**config.mk**
```make
export PLATFORM = sky130hd
export DESIGN_NAME = chia10_seq
export DESIGN_NICKNAME = d
export VERILOG_FILES = /design/src/rtl/chia10_pkg.sv /design/src/rtl/chia10_step.sv /design/src/rtl/chia10_seq.sv
export SDC_FILE = /design/constraint.sdc
export NUM_CORES = 1
export LEC_CHECK = 0
export ABC_AREA = 1
export CORE_UTILIZATION = 40
export DETAILED_ROUTE_END_ITERATION = 16
export GPL_ROUTABILITY_DRIVEN = 0
export PLACE_DENSITY = 0.63
export SLEW_MARGIN = 15
export SYNTH_ARGS = -nofsm -noshare
export SYNTH_HDL_FRONTEND = slang
export SYNTH_HIERARCHICAL = 1
export SYNTH_SLANG_ARGS = --single-unit
export TNS_END_PERCENT = 20
```
**constraint.sdc**
```tcl
create_clock -name clk -period 2.1 [get_ports clk]
set_input_delay 0.42 -clock clk [delete_from_list [all_inputs] [get_ports clk]]
set_output_delay 0.42 -clock clk [all_outputs]
set_load 0.01 [all_outputs]
```
**src/rtl/chia10_pkg.sv**
```systemverilog
// Shared definitions for the sequential divide-by-10 block.
//   state_t    : FSM state encoding (IDLE, RUN, DONE)
//   DIVISOR    : constant divisor
//   WIDTH_DEF  : default dividend/quotient width
//   WIDTH_ALT  : alternative supported dividend/quotient width
//   REM_W      : remainder / partial-remainder width
//   T_W        : width of one trial value {pr, dividend bit}
package chia10_pkg;

  localparam int unsigned DIVISOR   = 10;
  localparam int unsigned WIDTH_DEF = 43;
  localparam int unsigned WIDTH_ALT = 28;
  localparam int unsigned REM_W     = 4;
  localparam int unsigned T_W       = REM_W + 1;

  typedef enum logic [1:0] {
    IDLE = 2'd0,
    RUN  = 2'd1,
    DONE = 2'd2
  } state_t;

endpackage

```
**src/rtl/chia10_step.sv**
```systemverilog
// One restoring division step by 10 (purely combinational).
//   pr_in    : partial remainder before the step (always 0..9)
//   bit_in   : next dividend bit, MSB first
//   pr_out_c : partial remainder after the step (0..9)
//   qbit_c   : quotient bit produced by this step
module chia10_step
  import chia10_pkg::*;
(
  input  logic [REM_W-1:0] pr_in,
  input  logic             bit_in,
  output logic [REM_W-1:0] pr_out_c,
  output logic             qbit_c
);

  logic [T_W-1:0] t;

  // Since pr_in <= 9, t <= 19, so a single conditional subtract is enough.
  always_comb begin
    t        = {pr_in, bit_in};
    pr_out_c = REM_W'(t);
    qbit_c   = 1'b0;
    if (t >= T_W'(DIVISOR)) begin
      pr_out_c = REM_W'(t - T_W'(DIVISOR));
      qbit_c   = 1'b1;
    end
  end

endmodule

```
**src/rtl/chia10_seq.sv**
```systemverilog
// Sequential restoring divider by 10, one quotient bit per clock, MSB first.
//   clk   : clock, rising edge
//   rst_n : asynchronous active-low reset
//   start : request, sampled only in IDLE
//   din   : dividend, captured on the accepted start edge
//   busy  : high in RUN and DONE
//   done  : one-cycle pulse when quo/rem/zero become valid
//   quo   : din / 10, held until the next completed operation
//   rem   : din % 10
//   zero  : quo == 0, updated together with quo
module chia10_seq
  import chia10_pkg::*;
#(
  parameter int unsigned WIDTH = WIDTH_DEF
) (
  input  logic             clk,
  input  logic             rst_n,
  input  logic             start,
  input  logic [WIDTH-1:0] din,
  output logic             busy,
  output logic             done,
  output logic [WIDTH-1:0] quo,
  output logic [REM_W-1:0] rem,
  output logic             zero
);

  localparam int unsigned CNT_W = $clog2(WIDTH);

  state_t           state;
  state_t           next_state;
  logic [WIDTH-1:0] sr;
  logic [REM_W-1:0] pr;
  logic [CNT_W-1:0] cnt;

  logic [REM_W-1:0] pr_step_c;
  logic             qbit_c;
  logic [WIDTH-1:0] sr_step_c;
  logic             last_step_c;
  logic             busy_nxt_c;
  logic             done_nxt_c;

  // Dividend bits leave at the MSB while quotient bits enter at the LSB,
  // so after WIDTH steps the working register holds the full quotient.
  chia10_step u_step (
    .pr_in    (pr),
    .bit_in   (sr[WIDTH-1]),
    .pr_out_c (pr_step_c),
    .qbit_c   (qbit_c)
  );

  assign sr_step_c   = {sr[WIDTH-2:0], qbit_c};
  assign last_step_c = (cnt == '0);

  // State register.
  always_ff @(posedge clk or negedge rst_n) begin
    if (!rst_n) begin
      state <= IDLE;
    end else begin
      state <= next_state;
    end
  end

  // Next-state logic.
  always_comb begin
    next_state = state;
    case (state)
      IDLE:    if (start) next_state = RUN;
      RUN:     if (last_step_c) next_state = DONE;
      DONE:    next_state = IDLE;
      default: next_state = IDLE;
    endcase
  end

  // Output decode from the next state so busy/done register in step with state.
  always_comb begin
    busy_nxt_c = 1'b0;
    done_nxt_c = 1'b0;
    case (next_state)
      RUN:     busy_nxt_c = 1'b1;
      DONE: begin
        busy_nxt_c = 1'b1;
        done_nxt_c = 1'b1;
      end
      default: ;
    endcase
  end

  // Datapath, counter and registered outputs.
  always_ff @(posedge clk or negedge rst_n) begin
    if (!rst_n) begin
      busy <= 1'b0;
      done <= 1'b0;
      sr   <= '0;
      pr   <= '0;
      cnt  <= '0;
      quo  <= '0;
      rem  <= '0;
      zero <= 1'b1;
    end else begin
      busy <= busy_nxt_c;
      done <= done_nxt_c;
      case (state)
        IDLE: begin
          if (start) begin
            sr  <= din;
            pr  <= '0;
            cnt <= CNT_W'(WIDTH - 1);
          end
        end
        RUN: begin
          sr <= sr_step_c;
          pr <= pr_step_c;
          if (last_step_c) begin
            quo  <= sr_step_c;
            rem  <= pr_step_c;
            zero <= (sr_step_c == '0);
          end else begin
            cnt <= cnt - CNT_W'(1);
          end
        end
        default: ;
      endcase
    end
  end

endmodule

```
==> run metrics <==
status complete, no violations; Distinct cells, synth 31; Least-Margin Pin Slew 0.421 ns; Worst-path clk slew 0.07 ns; final slew viol count 0; starting density of the core approximately two fifths; Clk pwr share 17.8%; WP depth 1; H-tree levels 3; top post-synthesis cells by area dfrtp_1 (55%), nand2_1 (10%), o21ai_1 (8.6%), o211ai_1 (6.7%), inv_1 (4.5%); via count around 3800; Syn Nets 582; Synth Area in Adders 1.06%; Final ANT Viol Nets 0; layout cell share with drive strength beyond 1 6.14%; vias in the first global route 3620; ANT cells 0; total power 9.41 mW; Worst Path Required 1.68 ns; Area Growth Syn to Fin 28.7%; asr flop ratio synth 100%; min-delay src quo[29]; Chip Width approximately 110 um; Lkg Pwr 2.81 nW; TritonRoute pass-1 iters 4; Num CTS Buffers 9; most common cell after layout, fill and taps aside nand2_1; wire per inst 13.3 um; Gate Count Post-Synth 532; # DRC 0; fill count approximately 1100; clk sinks 105; fin area 0.00608 sq mm; Synth Area in Compound Gates 17.3%; GRT overflow 0; Register-to-Register Setup Slack around 0.38 ns; # IOs 96; Die Area between 0.01 and 0.015 sq mm; row cnt 39; internal power 5.82 mW; sequential cell area 0.00263 sq mm; sw frac 38.1%; Tot GR Track Use 17.3%; #FFs+latches synth 105; initial antenna violation count 0; Mapped Area 0.00472 sq mm; Gate power share between 40% and 50%; Buf/Inv on CP 1; Placed Area 0.00577 sq mm; WS Path Type register to primary output; core region area roughly 0.011 sq mm; max frequency 0.546 GHz; clk root buf clkbuf_16; first-pass GRT wire length 17200 um; Seq/Total Area, Yosys 55.7%; peak supply drop 1.03 mV; RSZ-0062 raised after global routing no; most frequent cells in the layout nand2_1 (129), dfrtp_1 (104), clkdlybuf4s50_1 (94), o21ai_1 (81), inv_1 (57); Critical Path Max Stage Delay 0.54 ns; vias per cell about 4.9; largest net degree at the start of global routing 88; fin nets 665; final design utilization 53.0%; CP max-delay cell dfstp_2; post-CTS setup buffers 0; Critical Path AT 1.41 ns; Final Hold Vio Count 0; final HPWL from detailed placement 7160 um; Syn. warnings 6; wirelength, routed 10200 um; CP Capture Type primary output; clock latency on the worst-skew pair 0.33 ns; Synth Area in Simple Gates 16.1%; CP delay by family, top flip-flops; clk buf depth 2; Tcrit/Tclk final approximately 87%; Yosys top cell area share 55.1%; RR Endpoint quo[27]; final setup fails 0; worst r2r src cnt[0]; Rel. slew slack 71.7%; Multi-input gate area 0.00165 sq mm; setup TNS 0 ns; Worst Hold Path EP quo[29]; Switch Pwr approximately 3.6 mW; hold_ws between 0.4 and 0.5 ns; Reg power frac 37.3%; Iteration-0 DRC Markers 201; worst reg2reg path depth 8; IO buf count 95; CP Cell Sequence clkdlybuf4s50_1; Syn Area/Cell 8.88 sq um; CP max FO 2; Final min period 1.83 ns; pwr dens between 1500 and 2000 mW/mm^2; Setup crit start kind register; main combinational cell family by area after synthesis compound AO/OA/AOI/OAI gates; number of enable flip-flop cells after synthesis 0; Max Cap Viol 0; post-synthesis xor/xnor area fraction 0.371%; Setup Skew about 0.0071 ns; Worst Hold Path Cells 2; min-delay worst type register to register; multiplexer share of the synthesized area 0%; cell taking the most area after synthesis dfrtp_1; Vert. Die Dim 111 um; CTS tree done; Synth Flop Type dfrtp_1
[synth_stat cells, drive strengths merged, types with 2 or more instances]
cell    instances
nand2         133
dfrtp         104
o21ai          94
inv            62
o211ai         42
nor2           39
buf            26
nand3          10
clkbuf          5
ha              4
a21oi           2
nand4           2
nor3            2
[sequential cells by signal, summed over array words and instances (netlist names)]
register / cells
sr: 43
quo: 43
pr: 4
state: 2
rem: 4
cnt: 6
busy: 1
zero: 1
done: 1
[repair_timing]
| action | 4_1_cts | 5_1_grt |
|---|---|---|
| endpoints found under the hold margin | 14 | 0 |
| gates resized for setup | 0 | 0 |
| hold buffers | 1 | 0 |
[kinds of logic after synthesis]
| family | count (synthesis) |
|---|---|
| fa+ha+maj | 4 |
| compound gates | 140 |
| simple gates | 187 |
| xor+xnor | 2 |
| buf+inv | 94 |
| flops | 105 |
[stage by stage]
step                std cells  worst slack [ns]
floorplan                 532             0.671
global placement          746             0.321
detailed placement        746             0.299
CTS                       762             0.256
global route              762             0.217
finish                    762             0.269
[routing by layer]
metal	up-vias	GRT usage (%)	routed length, um
met3	12	4.10	451
met5	-	0	0
met2	78	27.7	4740
met4	0	4.09	112
met1	1773	23.7	4860
li1	1903	-	-
[worst max-delay path by stage]
stage | to | start
5_1_grt | zero | zero
4_1_cts | zero | zero
3_5_place_dp | sr[4] | start
6_report | zero | zero
3_3_place_gp | busy | start
2_1_floorplan | busy | cnt[0]
[power by group through the flow]
stage	Combinational, mW	Clock (mW)	Sequential (mW)
2_1_floorplan	2.68	0	3.63
3_3_place_gp	4.11	0	3.50
3_5_place_dp	4.26	0	3.54
4_1_cts	4.29	1.73	3.51
5_1_grt	4.79	1.78	3.62
6_report	4.23	1.67	3.50
[final cells by class]
class | count | area share [%]
flip-flops and latches | 105 | 43.2
multi-input cells | 333 | 27.2
repair buffers | 103 | 17.9
clock buffers | 11 | 3.99
inverters | 63 | 3.89
well taps | 143 | 2.94
clock inverters | 4 | 0.885
Note: power is estimated with default switching activity, not from simulation.
==> variant, RTL diff (config.mk and constraints unchanged) <==
Change the package constant `WIDTH_DEF` from 43 to 47.
--- a/src/rtl/chia10_pkg.sv
+++ b/src/rtl/chia10_pkg.sv
@@ -8,7 +8,7 @@
 package chia10_pkg;
 
   localparam int unsigned DIVISOR   = 10;
-  localparam int unsigned WIDTH_DEF = 43;
+  localparam int unsigned WIDTH_DEF = 47;
   localparam int unsigned WIDTH_ALT = 28;
   localparam int unsigned REM_W     = 4;
   localparam int unsigned T_W       = REM_W + 1;
Ports: changed (resized din and quo); port bits go from 96 to 104. No check against the original RTL was run, so the function may have changed too.
==> variant against the original RTL <==
- total power up 12%
- combinational power down 2%
- sequential cell count up 8
- setup slack worse by 80 ps
- final area up 11%
- wire length up 12%
- clock skew about the same
- area after synthesis up 6.4%
==> variant: results <==
group,metric,value,unit
logic_synthesis,synth_ff_type,"dfrtp_1",
routing,via_per_inst,4.83,
place,io_buffers,103,
logic_synthesis,yosysSeqAreaShare,0.563,
logic_synthesis,muxShareOfSynthArea,0,
cts,post-cts-setup-buffer-count,0,
setup_path,crit_slowest_cell,"clkdlybuf4s50_1",
logic_synthesis,synth_fa_ha_area_frac,0.00996,
final_layout,fillers,1115,
grt,grt_max_degree,68,
place,dp_hpwl,7850,um
logic_synthesis,ys_top_cells_by_area,"dfrtp_1, nand2_1, o211ai_1",
place,preCtsSetupSlack,202,ps
cts,numCtsBuffers,17,
routing,dr.pass1.iters,4,
logic_synthesis,synth.distinct_cells,25,
routing,met1_length,5260,um
cts,cts_resized,0,
final_layout,largestRegisters,"quo (47), sr (47), cnt (6)",
routing,drt_iter0_drc,187,
setup_path,cp_top_family,"buffers and inverters",
logic_synthesis,synth-xor-area-share,0.00348,
hold_path,hold_class,"primary input to asynchronous set/reset pin",
setup_path,arrival,1490,ps
grt,grt_pass1_vias,4165,
final_layout,layout-drive-gt1-share,0.0812,
final_layout,nets,719,
cts,hold_buffers,1,
cts,cts_root_buf,"clkbuf_16",
routing,routed-wl-met2,5370,um
cts,clk_latency,400,ps
logic_synthesis,synth_nets,619,
setup_path,slowest_delay,580,ps
run_status,status,"finished, final reports clean",
power,ir_worst_vdd,558,uV
cts,clock_path_buffers,2,
logic_synthesis,synth_common_cells,"nand2_1, dfrtp_1, o21ai_1",
final_layout,antenna_cells,0,
sta,max-slew-margin-rel,0.616,
routing,top_layer,"met4",
power,leakagePower,0.00317,uW
setup_path,path_max_fanout,2,
cts,htreeDepth,4,
routing,dr_wl_met3,493,um
sta,clock_skew,7.55,ps
routing,drt_wl_total,11400,um
grt,grt_usage,0.190,
power,p_sw,3790,uW
grt,grt_pass1_wl,19300,um
logic_synthesis,yosys_warnings,6,
cts,clk_pin_slew,50,ps
logic_synthesis,async_flop_share,1.00,
grt,antenna_found_initial,0,
logic_synthesis,synth-compound-area-share,0.177,
-- variant: layout make-up --
type / count / area share
Inverter: 69 / 0.0383
Timing Repair Buffer: 114 / 0.170
Sequential cell: 113 / 0.418
Multi-Input combinational cell: 350 / 0.257
Tap cell: 168 / 0.0311
Clock buffer: 21 / 0.0695
Clock inverter: 10 / 0.0163
-- variant: power by group through the flow --
stage | clock network, uW | registers (uW) | logic (uW)
final | 2780 | 3640 | 4130
after global placement | 0 | 3630 | 3990
after detailed placement | 0 | 3670 | 4150
after floorplan | 0 | 3720 | 2670
after global routing | 2970 | 3750 | 4700
after CTS | 2840 | 3650 | 4190
-- variant: metrics by stage --
stage                     instances  instance area [um^2]  hold slack [ps]
after global routing            845                  6770              383
after detailed placement        813                  6180              239
after CTS                       845                  6770              358
after global placement          813                  6180              238
after floorplan                 565                  5030              124
final                           845                  6770              378
-- variant: kinds of logic after synthesis --
family	count (synthesis)
simple gates	191
fa+ha+maj	4
flops	113
xor+xnor	2
buf+inv	102
compound gates	153
-- variant: path summary, 6_finish.rpt --
kind / startpoint / endpoint / slack, ps / depth (start not counted)
worst max register to register: cnt[0] / busy / 380 / 8
max in group asynchronous: rst_n / zero / 1000 / 3
worst min-delay path: rst_n / quo[38] / 380 / 2
worst max-delay path: zero / zero / 190 / 1
worst min register to register: zero / zero / 460 / 2
min in group clk: zero / zero / 460 / 2
-- variant: layer usage --
| metal | up-vias | track usage |
|---|---|---|
| met2 | 98 | 0.311 |
| met1 | 1910 | 0.242 |
| met4 | 0 | 0.0874 |
| met3 | 19 | 0.0397 |
| li1 | 2055 | - |
| met5 | - | 0 |
